[src/rtl/soc_status_pkg.sv]
// soc_status_pkg: shared constants for the SoC status/event peripheral.
// Register word offsets, halt state encoding and the default halt signature.
package soc_status_pkg;

  // Register word offsets within the peripheral window
  localparam int REG_HALT       = 0;
  localparam int REG_STATUS     = 1;
  localparam int REG_MASK       = 2;
  localparam int REG_CTRL       = 3;
  localparam int REG_COUNT_BASE = 4;

  // Halt state machine encoding
  localparam logic [0:0] ST_RUN    = 1'b0;
  localparam logic [0:0] ST_HALTED = 1'b1;

  // Value the CPU writes to HALT to announce program completion
  localparam logic [31:0] DEFAULT_HALT_SIG = 32'hDEADBEEF;

endpackage

[src/rtl/soc_status_evtch.sv]
// soc_status_evtch: one event channel. Registers the event level once,
// detects a rising edge (previous 0, current 1), keeps a sticky flag
// (write-1-to-clear, set wins) and a saturating rise counter (clear wins).
module soc_status_evtch
  import soc_status_pkg::*;
#(
  parameter int CNT_W = 16
) (
  input  logic             clock,
  input  logic             reset,
  input  logic             event_in,
  input  logic             sticky_w1c,
  input  logic             cnt_clr,
  output logic             sticky,
  output logic [CNT_W-1:0] count
);

  logic event_q;
  logic rise;

  assign rise = event_in & ~event_q;

  // Edge history, sticky flag and saturating counter
  always_ff @(posedge clock) begin
    if (reset) begin
      event_q <= 1'b0;
      sticky  <= 1'b0;
      count   <= '0;
    end else begin
      event_q <= event_in;
      sticky  <= (sticky & ~sticky_w1c) | rise;
      if (cnt_clr) begin
        count <= '0;
      end else if (rise && (count != {CNT_W{1'b1}})) begin
        count <= count + CNT_W'(1);
      end
    end
  end

endmodule

[src/rtl/soc_status_ctrl.sv]
// soc_status_ctrl: memory-mapped status/event peripheral.
// Latches the CPU halt signature, counts rising edges on NUM_CH event lines
// into sticky flags and saturating counters, and drives LED/IRQ outputs.
// Optional macro STATUS_TIMESTAMP_EN adds a free-running cycle counter whose
// value is captured into TSTAMP (offset REG_COUNT_BASE+NUM_CH) on halt entry.
module soc_status_ctrl
  import soc_status_pkg::*;
#(
  parameter int                NUM_CH   = 4,
  parameter int                ADDR_W   = 4,
  parameter int                DATA_W   = 32,
  parameter int                CNT_W    = 16,
  parameter logic [DATA_W-1:0] HALT_SIG = DATA_W'(DEFAULT_HALT_SIG),
  parameter int                BLINK_W  = 24
) (
  input  logic              clock,
  input  logic              reset,
  input  logic              bus_we_i,
  input  logic              bus_re_i,
  input  logic [ADDR_W-1:0] bus_addr_i,
  input  logic [DATA_W-1:0] bus_wdata_i,
  output logic [DATA_W-1:0] bus_rdata_o,
  output logic              bus_ready_o,
  input  logic [NUM_CH-1:0] event_i,
  output logic              halted_o,
  output logic              irq_o,
  output logic [NUM_CH:0]   led_o
);

  // Bus handshake: a single-cycle we/re strobe sampled on a clock edge is
  // acknowledged by bus_ready_o high for exactly the following cycle; read
  // data is presented with that ready and is 0 otherwise. Strobes may arrive
  // every cycle. With we and re together, the read returns pre-write state.
  // Reset drops any pending acknowledge.

  logic              wr_halt, wr_status, wr_mask, wr_ctrl;
  logic [NUM_CH-1:0] sticky, sticky_w1c, mask;
  logic [CNT_W-1:0]  count [NUM_CH];
  logic              cnt_clr;
  logic [0:0]        state, state_next;
  logic [BLINK_W-1:0] blink_cnt;
  logic [DATA_W-1:0] rd_val;

  assign wr_halt   = bus_we_i && (bus_addr_i == ADDR_W'(REG_HALT));
  assign wr_status = bus_we_i && (bus_addr_i == ADDR_W'(REG_STATUS));
  assign wr_mask   = bus_we_i && (bus_addr_i == ADDR_W'(REG_MASK));
  assign wr_ctrl   = bus_we_i && (bus_addr_i == ADDR_W'(REG_CTRL));

  assign sticky_w1c = wr_status ? bus_wdata_i[NUM_CH-1:0] : '0;
  assign cnt_clr    = wr_ctrl && bus_wdata_i[0];

  for (genvar i = 0; i < NUM_CH; i++) begin : g_ch
    soc_status_evtch #(.CNT_W(CNT_W)) u_ch (
      .clock      (clock),
      .reset      (reset),
      .event_in   (event_i[i]),
      .sticky_w1c (sticky_w1c[i]),
      .cnt_clr    (cnt_clr),
      .sticky     (sticky[i]),
      .count      (count[i])
    );
  end

  // Halt FSM next state: signature enters HALTED, any other HALT write leaves
  always_comb begin
    state_next = state;
    if (wr_halt) begin
      state_next = (bus_wdata_i == HALT_SIG) ? ST_HALTED : ST_RUN;
    end
  end

  // Halt state register
  always_ff @(posedge clock) begin
    if (reset) state <= ST_RUN;
    else       state <= state_next;
  end

  // Blink counter: 0 in RUN and on the entry cycle, free-runs while halted
  always_ff @(posedge clock) begin
    if (reset || (state != ST_HALTED) || (state_next != ST_HALTED)) begin
      blink_cnt <= '0;
    end else begin
      blink_cnt <= blink_cnt + BLINK_W'(1);
    end
  end

  // Interrupt mask register and registered interrupt
  always_ff @(posedge clock) begin
    if (reset) begin
      mask  <= '0;
      irq_o <= 1'b0;
    end else begin
      if (wr_mask) mask <= bus_wdata_i[NUM_CH-1:0];
      irq_o <= |(sticky & mask);
    end
  end

`ifdef STATUS_TIMESTAMP_EN
  logic [31:0] cyc_cnt, tstamp;

  // Free-running cycle counter; captured on the RUN->HALTED transition
  always_ff @(posedge clock) begin
    if (reset) begin
      cyc_cnt <= '0;
      tstamp  <= '0;
    end else begin
      cyc_cnt <= cyc_cnt + 32'd1;
      if ((state == ST_RUN) && (state_next == ST_HALTED)) tstamp <= cyc_cnt;
    end
  end
`endif

  // Read mux over current (pre-write) register state
  always_comb begin
    rd_val = '0;
    if (bus_addr_i == ADDR_W'(REG_HALT))   rd_val = DATA_W'(halted_o);
    if (bus_addr_i == ADDR_W'(REG_STATUS)) rd_val = DATA_W'(sticky);
    if (bus_addr_i == ADDR_W'(REG_MASK))   rd_val = DATA_W'(mask);
    for (int i = 0; i < NUM_CH; i++) begin
      if (bus_addr_i == ADDR_W'(REG_COUNT_BASE + i)) rd_val = DATA_W'(count[i]);
    end
`ifdef STATUS_TIMESTAMP_EN
    if (bus_addr_i == ADDR_W'(REG_COUNT_BASE + NUM_CH)) rd_val = DATA_W'(tstamp);
`endif
  end

  // Bus acknowledge and registered read data
  always_ff @(posedge clock) begin
    if (reset) begin
      bus_ready_o <= 1'b0;
      bus_rdata_o <= '0;
    end else begin
      bus_ready_o <= bus_we_i | bus_re_i;
      bus_rdata_o <= bus_re_i ? rd_val : '0;
    end
  end

  assign halted_o = (state == ST_HALTED);
  assign led_o    = {sticky, blink_cnt[BLINK_W-1]};

endmodule

[config.mk]
export PLATFORM = sky130hd
export DESIGN_NAME = soc_status_ctrl
export DESIGN_NICKNAME = d
export VERILOG_FILES = /design/src/rtl/soc_status_pkg.sv /design/src/rtl/soc_status_evtch.sv /design/src/rtl/soc_status_ctrl.sv
export SDC_FILE = /design/constraint.sdc
export NUM_CORES = 1
export LEC_CHECK = 0
export CAP_MARGIN = 10
export CORE_MARGIN = 3
export CORE_UTILIZATION = 55
export DETAILED_ROUTE_END_ITERATION = 10
export PLACE_DENSITY = 0.8
export SLEW_MARGIN = 40
export SYNTH_ARGS = -nofsm -noshare
export SYNTH_HDL_FRONTEND = slang
export SYNTH_SLANG_ARGS = --single-unit
[constraint.sdc]
create_clock -name clock -period 2.1 [get_ports clock]
set_input_delay 0.42 -clock clock [delete_from_list [all_inputs] [get_ports clock]]
set_output_delay 0.42 -clock clock [all_outputs]
set_load 0.03 [all_outputs]
==> flow_summary_export.csv, run 1 <==
group,metric,value,unit
cts,cts_buffers,17,
drt,wl,14500,microns
layout,fin_util,72.6,%
global_routing,grt_start_max_net_pins,25,
worst_setup_path,cp-end-kind,"output pin",
cts,cts_setup_buffers,0,
logic_synthesis,synth_most_common_cell,"dfxtp_1",
logic_synthesis,synth_cell_types,57,
layout,multi_input_comb_area,3250,sq um
worst_setup_path,cp_data_arrival_time,1.60,ns
layout,num-nets-final,827,
logic_synthesis,synth_area_leader_cell,"dfxtp_1",
floorplanning,die_w,110,microns
timing,finClkSkew,0.00789,ns
logic_synthesis,syn_avg_cell_area,8.60,sq um
cts,cts.path.max_buffers,2,
drt,vias_per_cell,5.67,
min_path,min_path_type,"flop to flop",
worst_setup_path,r2r-start,"g_ch[3].u_ch.count[1]",
power_and_ir_drop,power_density,767,nW/um^2
power_and_ir_drop,peakVddDrop,0.548,mV
worst_setup_path,cp_cell_sequence,"clkdlybuf4s50_1",
global_routing,grt_pass1_vias,5110,
timing,hold_violations,0,
logic_synthesis,ys_warn_count,0,
worst_setup_path,critPathKind,"flop to output pin",
floorplanning,num_rows,37,
timing,min_period_over_period,96.4,%
power_and_ir_drop,p_leak,0.00262,uW
logic_synthesis,synth_ff_type,"dfxtp_1",
layout,drive_gt1_share,12.4,%
cts,clk_pin_slew_worst_paths,0.06,ns
placed_design,dp_hpwl,10500,microns
cts,cts_sinks,119,
drt,antenna_left,0,
power_and_ir_drop,p_total,5770,uW
logic_synthesis,postSynthCellCount,687,
drt,first_pass_iters,5,
floorplanning,core,10400,sq um
worst_setup_path,critPathLaunch,"g_ch[1].u_ch.sticky",
timing,setup_violations,0,
layout,diodes,0,
cts,cts-root-buf,"clkbuf_8",
drt,first_iter_violations,370,
worst_setup_path,worst_path_largest_cell_delay,0.70,ns
logic_synthesis,seq_area_frac_synth,40.3,%
worst_setup_path,critPathBufInv,1,
logic_synthesis,synth_area,5910,sq um
floorplanning,dieArea,12000,sq um
run_status,status,"finished clean",
worst_setup_path,cp_top_family,"buffers and inverters",
placed_design,port_buffers,67,
placed_design,gp_congestion,0.931,
drt,post-route-drc-count,0,
timing,rsz0062_at_grt,"false",
timing,drv_slew,0,
logic_synthesis,synth_area_leaders,"dfxtp_1 40%, xnor2_1 7.3%, nor2_1 7.0%",
timing,min_period,2.02,ns
logic_synthesis,async_reset_ff_share,0,%
worst_setup_path,crit_fanout,4,
drt,vias,5259,
global_routing,grt_pass1_wl,23600,microns
worst_setup_path,cp_slowest_cell,"clkdlybuf4s50_1",
cts,clk_latency,0.53,ns
floorplanning,ioPinCount,84,
floorplanning,die_h,110,microns
logic_synthesis,ys_ff_latch,119,
timing,fmax,0.494,GHz
layout,area_growth,27.4,%
logic_synthesis,yosys.area.top_type_share,40.3,%
cts,cts_tree,"done",
global_routing,antenna_found_initial,0,
run,drv_cap,0,
global_routing,grt.total_usage,25.0,%
worst_setup_path,startpoint_type,"flop",
min_path,hold_start,"blink_cnt[0]",
layout,regArea,2380,sq um
logic_synthesis,synth_commonest_cells,"119 x dfxtp_1, 111 x nor2_1, 53 x nand2_1",
drt,routedWlPerCell,15.6,microns
global_routing,grt-ovfl-total,0,
worst_setup_path,crit_required,1.68,ns
logic_synthesis,synth_edf_count,0,
cts,cts_htree_levels,4,
layout,num-fill-cells,704,
floorplanning,start_util,57.0,%
-- routing by layer --
metal / share of wire, % / GRT usage, % / vias up
met5: 0 / 0 / -
met4: 2.6 / 12.2 / 0
met3: 5.8 / 5.58 / 35
met2: 50 / 41.4 / 195
met1: 42 / 30.6 / 2462
li1: - / - / 2567
-- cell type report --
cell class / count / area share [%]
Timing Repair Buffer: 108 / 14.1
Clock buffer: 18 / 5.68
Multi-Input combinational cell: 522 / 43.2
Tap cell: 136 / 2.26
Inverter: 10 / 0.498
Sequential cell: 119 / 31.6
Clock inverter: 14 / 2.63
-- cells by family after synthesis --
kind of cell    synth area share, %
other cells                  0.0634
compound gates                 7.96
mux                            3.47
flops                          40.3
fa+ha+maj                      1.06
xor+xnor                       10.4
simple gates                   31.1
buf+inv                        5.67
-- final timing paths --
path                                               to  slack [ns]  cells past startpoint
worst max-delay path                         led_o[2]        0.08                      1
worst min-delay path                     blink_cnt[0]        0.47                      1
worst max register to register  g_ch[3].u_ch.count[7]        0.17                      7
worst min register to register           blink_cnt[0]        0.47                      1
-- power breakdown --
group          switching [uW]  total, uW  internal [uW]
Combinational             215        406            191
Clock                    1090       3060           1970
Sequential               25.2       2310           2290
-- sequential cells by signal, indices dropped and copies added, names as in the netlist --
name,cells
halted_o,1
g_ch.u_ch.sticky,4
blink_cnt,24
bus_rdata_o,16
bus_ready_o,1
g_ch.u_ch.count,64
g_ch.u_ch.event_q,4
irq_o,1
mask,4
-- through the flow --
stage	setup slack, ns	cell area [sq um]	TNS (ns)	hold slack (ns)	instances
floorplan	0.355	5970	0	0.437	702
global placement	-0.0284	6910	-0.0284	0.452	895
detailed placement	-0.115	6910	-1.20	0.462	895
CTS	0.0551	7530	0	0.469	927
global route	0.0290	7530	0	0.483	927
finish	0.0764	7530	0	0.470	927
-- repair_timing --
| action | CTS | global route |
|---|---|---|
| endpoints found under the hold margin | 0 | 0 |
| gates resized for setup | 1 | 0 |
| setup endpoints to repair | 1 | 0 |
| hold buffers | 0 | 0 |
-- layout by cell type (no fill, tap or decap), types with 4 or more instances in the layout --
cell type / count
a211oi_1: 6
a21oi_1: 20
a22oi_1: 14
and3_1: 7
and4_1: 7
buf_12: 7
buf_4: 34
bufinv_16: 4
clkbuf_16: 16
clkdlybuf4s50_1: 66
clkinv_4: 4
conb_1: 16
dfxtp_1: 119
ha_1: 5
inv_1: 10
mux2_2: 4
mux2i_1: 16
nand2_1: 53
nand2b_1: 6
nand3_1: 41
nand4_1: 18
nand4_2: 4
nand4b_1: 9
nor2_1: 111
nor2b_1: 7
nor3_1: 20
nor3b_1: 5
nor4_1: 14
nor4b_1: 6
o21ai_0: 21
or3_1: 6
xnor2_1: 49
xor2_1: 21
(Power assumes the default switching activity.)
==> inputs of run 2 (changes only) <==
Settings changed: CORE_UTILIZATION 55 to 62, DONT_BUFFER_PORTS set to 1, PLACE_DENSITY 0.8 to 0.78, SLEW_MARGIN 40 to 20.
==> run 2 against run 1 <==
Net effect:
- clock power decreased by 8.5%
- critical endpoint is now g_ch[3].u_ch.count[12]
- sequential power about the same
- largest power group unchanged
- non-clock buffer count fell by 88
- die area decreased by 11%
==> flow_summary_export.csv, run 2 (synthesis results as in run 1) <==
group,metric,value,unit
timing,drv_slew,0,
drt,antenna_left,0,
placed_design,gp_congestion,0.882,
floorplanning,ioPinCount,84,
cts,clk_pin_slew_worst_paths,0.06,ns
run,drv_cap,0,
timing,tns,0,ns
timing,min_period_over_period,91.9,%
layout,regMostFlops,"g_ch.u_ch.count",
cts,cts_htree_levels,4,
cts,cts_sinks,119,
cts,clk_latency,0.52,ns
layout,area_growth,11.3,%
power_and_ir_drop,power_density,814,nW/um^2
floorplanning,start_util,64.0,%
global_routing,grt_pass1_vias,4644,
placed_design,dp_hpwl,9840,microns
cts,cts-root-buf,"clkbuf_8",
timing,finClkSkew,0.00888,ns
worst_setup_path,startpoint_type,"flop",
timing,hold_violations,0,
cts,cts.path.max_buffers,2,
drt,vias_per_cell,5.93,
worst_setup_path,cp-end-kind,"flop",
cts,cts_setup_buffers,0,
worst_setup_path,cp_data_arrival_time,2.33,ns
timing,fin_worst_hold_slack,0.0267,ns
layout,multi_input_comb_area,3250,sq um
floorplanning,num_rows,35,
layout,stdcell_count,832,
drt,post-route-drc-count,0,
drt,first_pass_iters,5,
floorplanning,dieArea,10700,sq um
layout,num-fill-cells,697,
layout,diodes,0,
timing,setup_violations,0,
timing,min_period,1.93,ns
layout,regArea,2380,sq um
timing,fmax,0.518,GHz
layout,mostFrequentLayoutCell,"dfxtp_1",
worst_setup_path,critPathKind,"flop to flop",
drt,wl,13700,microns
power_and_ir_drop,peakVddDrop,0.959,mV
power_and_ir_drop,p_leak,0.00221,uW
drt,vias,4936,
floorplanning,die_w,104,microns
placed_design,port_buffers,0,
layout,final_cell_mix,"119 x dfxtp_1, 111 x nor2_1, 53 x nand2_1",
global_routing,antenna_found_initial,0,
floorplanning,die_h,104,microns
worst_setup_path,crit_required,2.50,ns
global_routing,grt_start_max_net_pins,25,
global_routing,grt_pass1_wl,22700,microns
layout,reg.largest.list,"g_ch.u_ch.count: 64 flops, blink_cnt: 24 flops, bus_rdata_o: 16 flops",
power_and_ir_drop,p_total,5350,uW
drt,routedWlPerCell,16.5,microns
timing,rsz0062_at_grt,"false",
worst_setup_path,crit_fanout,5,
layout,largest_reg_flops,64,
cts,cts_buffers,17,
run_status,status,"finished clean",
global_routing,grt-ovfl-total,0,
cts,cts_tree,"done",
global_routing,grt.total_usage,26.0,%
placed_design,dp_cells,799,
layout,drive_gt1_share,10.7,%
cts,cts-resized-gates,0,
layout,num-nets-final,739,
floorplanning,core,9240,sq um
drt,first_iter_violations,324,
min_path,min_path_type,"primary input to flop",
timing,worstMarginPinSlew,0.633,ns
timing,slew_headroom,57.6,%
layout,fin_util,71.2,%
## run 2: changes by cell type in the layout (fill, tap and decap cells not counted), sizes merged
cell / before / now
clkdlybuf4s50: 66 / 0
buf: 41 / 19
clkbuf: 18 / 21
bufinv: 4 / 2
clkinv: 6 / 4
clkinvlp: 2 / 4
dlygate4sd2: 1 / 0
dlygate4sd3: 0 / 1
inv: 12 / 11
## run 2: repair_timing
| item | in CTS | in global routing |
|---|---|---|
| setup endpoints to repair | 0 | 5 |
| hold endpoints to repair | 15 | 0 |
| hold buffers | 1 | 0 |
## run 2: final cells by class
cell class / count / share of cell area [%]
inverters: 10 / 0.571
repair buffers: 20 / 2.51
well taps: 129 / 2.45
multi-input cells: 522 / 49.4
clock inverters: 11 / 1.86
flip-flops and latches: 119 / 36.2
clock buffers: 21 / 6.98
## run 2: power breakdown
| group | internal (uW) | total, uW | leakage, uW | switching (uW) |
|---|---|---|---|---|
| registers | 2290 | 2330 | 0.000962 | 44.5 |
| logic | 74.4 | 221 | 0.000975 | 147 |
| clock network | 1780 | 2800 | 0.000276 | 1020 |
| total | 4140 | 5350 | 0.00221 | 1210 |
## run 2: path summary, 6_finish.rpt
path         cells after the start             startpoint                      to  slack, ns
min reg2reg                      2                mask[3]                 mask[3]       0.48
min                              1             event_i[3]    g_ch[3].u_ch.event_q       0.03
max reg2reg                      6  g_ch[3].u_ch.count[0]  g_ch[3].u_ch.count[12]       0.17
max                              6  g_ch[3].u_ch.count[0]  g_ch[3].u_ch.count[12]       0.17
## run 2: worst max-delay path, cell delays in order (launching register included)
cell	delay, ns
dfxtp_1	0.41
ha_1	0.23
nand4_2	0.19
or3_4	0.40
or3_1	0.34
mux2i_1	0.17
nor2_1	0.06
## run 2: through the flow
| stage | worst slack, ns | instance area (sq um) |
|---|---|---|
| finish | 0.171 | 6580 |
| global route | 0.0551 | 6580 |
| CTS | 0.121 | 6580 |
| detailed placement | 0.158 | 5990 |
| global placement | 0.261 | 5990 |
| floorplan | 0.355 | 5970 |
## run 2: routing by layer
metal	track usage, %	routed length, microns	vias up
met5	0	0	-
met4	10.6	365	0
met3	6.48	687	30
met2	43.4	6830	154
met1	32.1	5870	2370
li1	-	-	2382
==> inputs of run 3 (changes only) <==
Settings changed: REMOVE_ABC_BUFFERS set to 1.
==> run 3 against run 2 <==
Net effect:
- combinational power fell by 3%
- first-iteration DRC count rose by 66%
- final area rose by 0.15%
- sequential power barely moved
- worst setup slack improved by 0.033 ns
- largest cell class unchanged
==> flow_summary_export.csv, run 3 (synthesis results as in run 1) <==
group,metric,value,unit
timing,slew_headroom,61.0,%
timing,finClkSkew,0.00670,ns
layout,area_growth,11.5,%
global_routing,grt_start_max_net_pins,25,
layout,regArea,2380,sq um
timing,drv_slew,0,
floorplanning,die_h,104,microns
global_routing,grt-ovfl-total,0,
floorplanning,die_w,104,microns
worst_setup_path,cp-end-kind,"flop",
power_and_ir_drop,p_leak,0.00221,uW
cts,cts_sinks,119,
global_routing,grt_pass1_wl,22900,microns
global_routing,antenna_found_initial,0,
worst_setup_path,critPathBufInv,0,
power_and_ir_drop,power_density,808,nW/um^2
drt,vias,4977,
timing,worstMarginPinSlew,0.584,ns
layout,regMostFlops,"g_ch.u_ch.count",
drt,routedWlPerCell,16.4,microns
cts,cts_tree,"done",
layout,stdcell_area,6590,sq um
cts,cts_htree_levels,4,
timing,min_period,1.90,ns
timing,hold_violations,0,
timing,setup_violations,0,
drt,post-route-drc-count,0,
cts,cts_buffers,17,
layout,final_cell_mix,"119 x dfxtp_1, 111 x nor2_1, 53 x nand2_1",
layout,drive_gt1_share,10.8,%
worst_setup_path,critPathKind,"flop to flop",
layout,reg.largest.list,"g_ch.u_ch.count: 64 flops, blink_cnt: 24 flops, bus_rdata_o: 16 flops",
layout,mostFrequentLayoutCell,"dfxtp_1",
drt,vias_per_cell,5.98,
layout,num-nets-final,739,
global_routing,grt.total_usage,25.8,%
cts,cts-resized-gates,0,
cts,clk_pin_slew_worst_paths,0.06,ns
cts,cts_setup_buffers,0,
global_routing,grt_pass1_vias,4887,
worst_setup_path,cp.depth,6,
min_path,hold_start,"bus_re_i",
layout,num-fill-cells,689,
worst_setup_path,critPathLaunch,"blink_cnt[0]",
drt,first_iter_violations,538,
drt,antenna_left,0,
placed_design,dp_hpwl,9550,microns
drt,first_pass_iters,5,
worst_setup_path,cp_cell_sequence,"ha_1 > nand4_1 > nor4_2 > nand3_1 > xor2_1 > nor2_1",
worst_setup_path,cp_data_arrival_time,2.31,ns
worst_setup_path,cp_slowest_cell,"nor4_2",
layout,multi_input_comb_area,3250,sq um
placed_design,gp_congestion,0.863,
placed_design,dp_slack,0.250,ns
worst_setup_path,crit_required,2.51,ns
run_status,status,"finished clean",
floorplanning,dieArea,10700,sq um
floorplanning,start_util,64.0,%
timing,fmax,0.527,GHz
cts,clk_latency,0.52,ns
cts,cts-root-buf,"clkbuf_8",
placed_design,dpl_cell_area,6000,sq um
min_path,min_path_type,"primary input to flop",
run,drv_cap,0,
power_and_ir_drop,peakVddDrop,0.457,mV
worst_setup_path,crit_fanout,5,
worst_setup_path,r2r-start,"blink_cnt[0]",
floorplanning,ioPinCount,84,
floorplanning,core,9240,sq um
cts,cts.path.max_buffers,2,
floorplanning,num_rows,35,
worst_setup_path,cp_top_family,"simple AND/OR/NAND/NOR gates",
worst_setup_path,startpoint_type,"flop",
worst_setup_path,worst_path_largest_cell_delay,0.56,ns
worst_setup_path,reg2reg_depth,6,
layout,largest_reg_flops,64,
worst_setup_path,critPathCapture,"blink_cnt[16]",
timing,rsz0062_at_grt,"false",
timing,finalWorstSetupSlack,0.204,ns
worst_setup_path,r2r_setup_slack,0.20,ns
cts,hold_buffers,1,
timing,min_period_over_period,90.3,%
layout,diodes,0,
placed_design,port_buffers,0,
drt,wl,13600,microns
worst_setup_path,r2r-end,"blink_cnt[16]",
run 3: changes by cell type in the layout (fill, tap and decap cells not counted):
cell        before  now
clkbuf_8         4    2
clkbuf_1         1    0
buf_4           18   17
clkinvlp_4       4    5
clkinv_4         1    4
buf_12           1    2
clkinv_2         3    2
run 3: worst min-delay path by stage:
stage / endpoint / slack [ns] / depth (start not counted)
floorplan: blink_cnt[0] / 0.44 / 1
global placement: blink_cnt[0] / 0.45 / 1
detailed placement: mask[1] / 0.46 / 2
CTS: bus_ready_o / 0.01 / 2
global route: g_ch[3].u_ch.event_q / 0.03 / 1
finish: bus_ready_o / 0.02 / 2
run 3: area by class of cell:
class,count,share of cell area [%]
Sequential cell,119,36.2
Clock inverter,14,2.30
Inverter,10,0.570
Timing Repair Buffer,20,2.70
Multi-Input combinational cell,522,49.3
Tap cell,129,2.45
Clock buffer,18,6.49
run 3: power by group:
part | switching (uW) | internal [uW] | total [uW]
Sequential | 48.2 | 2290 | 2340
Clock | 1050 | 1720 | 2770
Combinational | 141 | 73.9 | 215
Total | 1240 | 4080 | 5320
run 3: layer usage:
| layer | share of wire [%] | global-route usage [%] |
|---|---|---|
| met5 | 0 | 0 |
| met4 | 3.0 | 12.7 |
| met3 | 5.9 | 5.05 |
| met2 | 49 | 43.6 |
| met1 | 42 | 31.5 |
run 3: per-stage QoR:
step / utilization [%] / hold WS [ns] / total power [uW] / std cells / TNS, ns
6_report: 71.3 / 0.0210 / 5320 / 832 / 0
3_5_place_dp: 64.9 / 0.462 / 2590 / 799 / 0
3_3_place_gp: 64.9 / 0.452 / 2580 / 799 / 0
4_1_cts: 71.3 / 0.0112 / 5350 / 832 / 0
5_1_grt: 71.3 / 0.0291 / 5480 / 832 / 0
2_1_floorplan: - / 0.437 / 2530 / 651 / -17.32
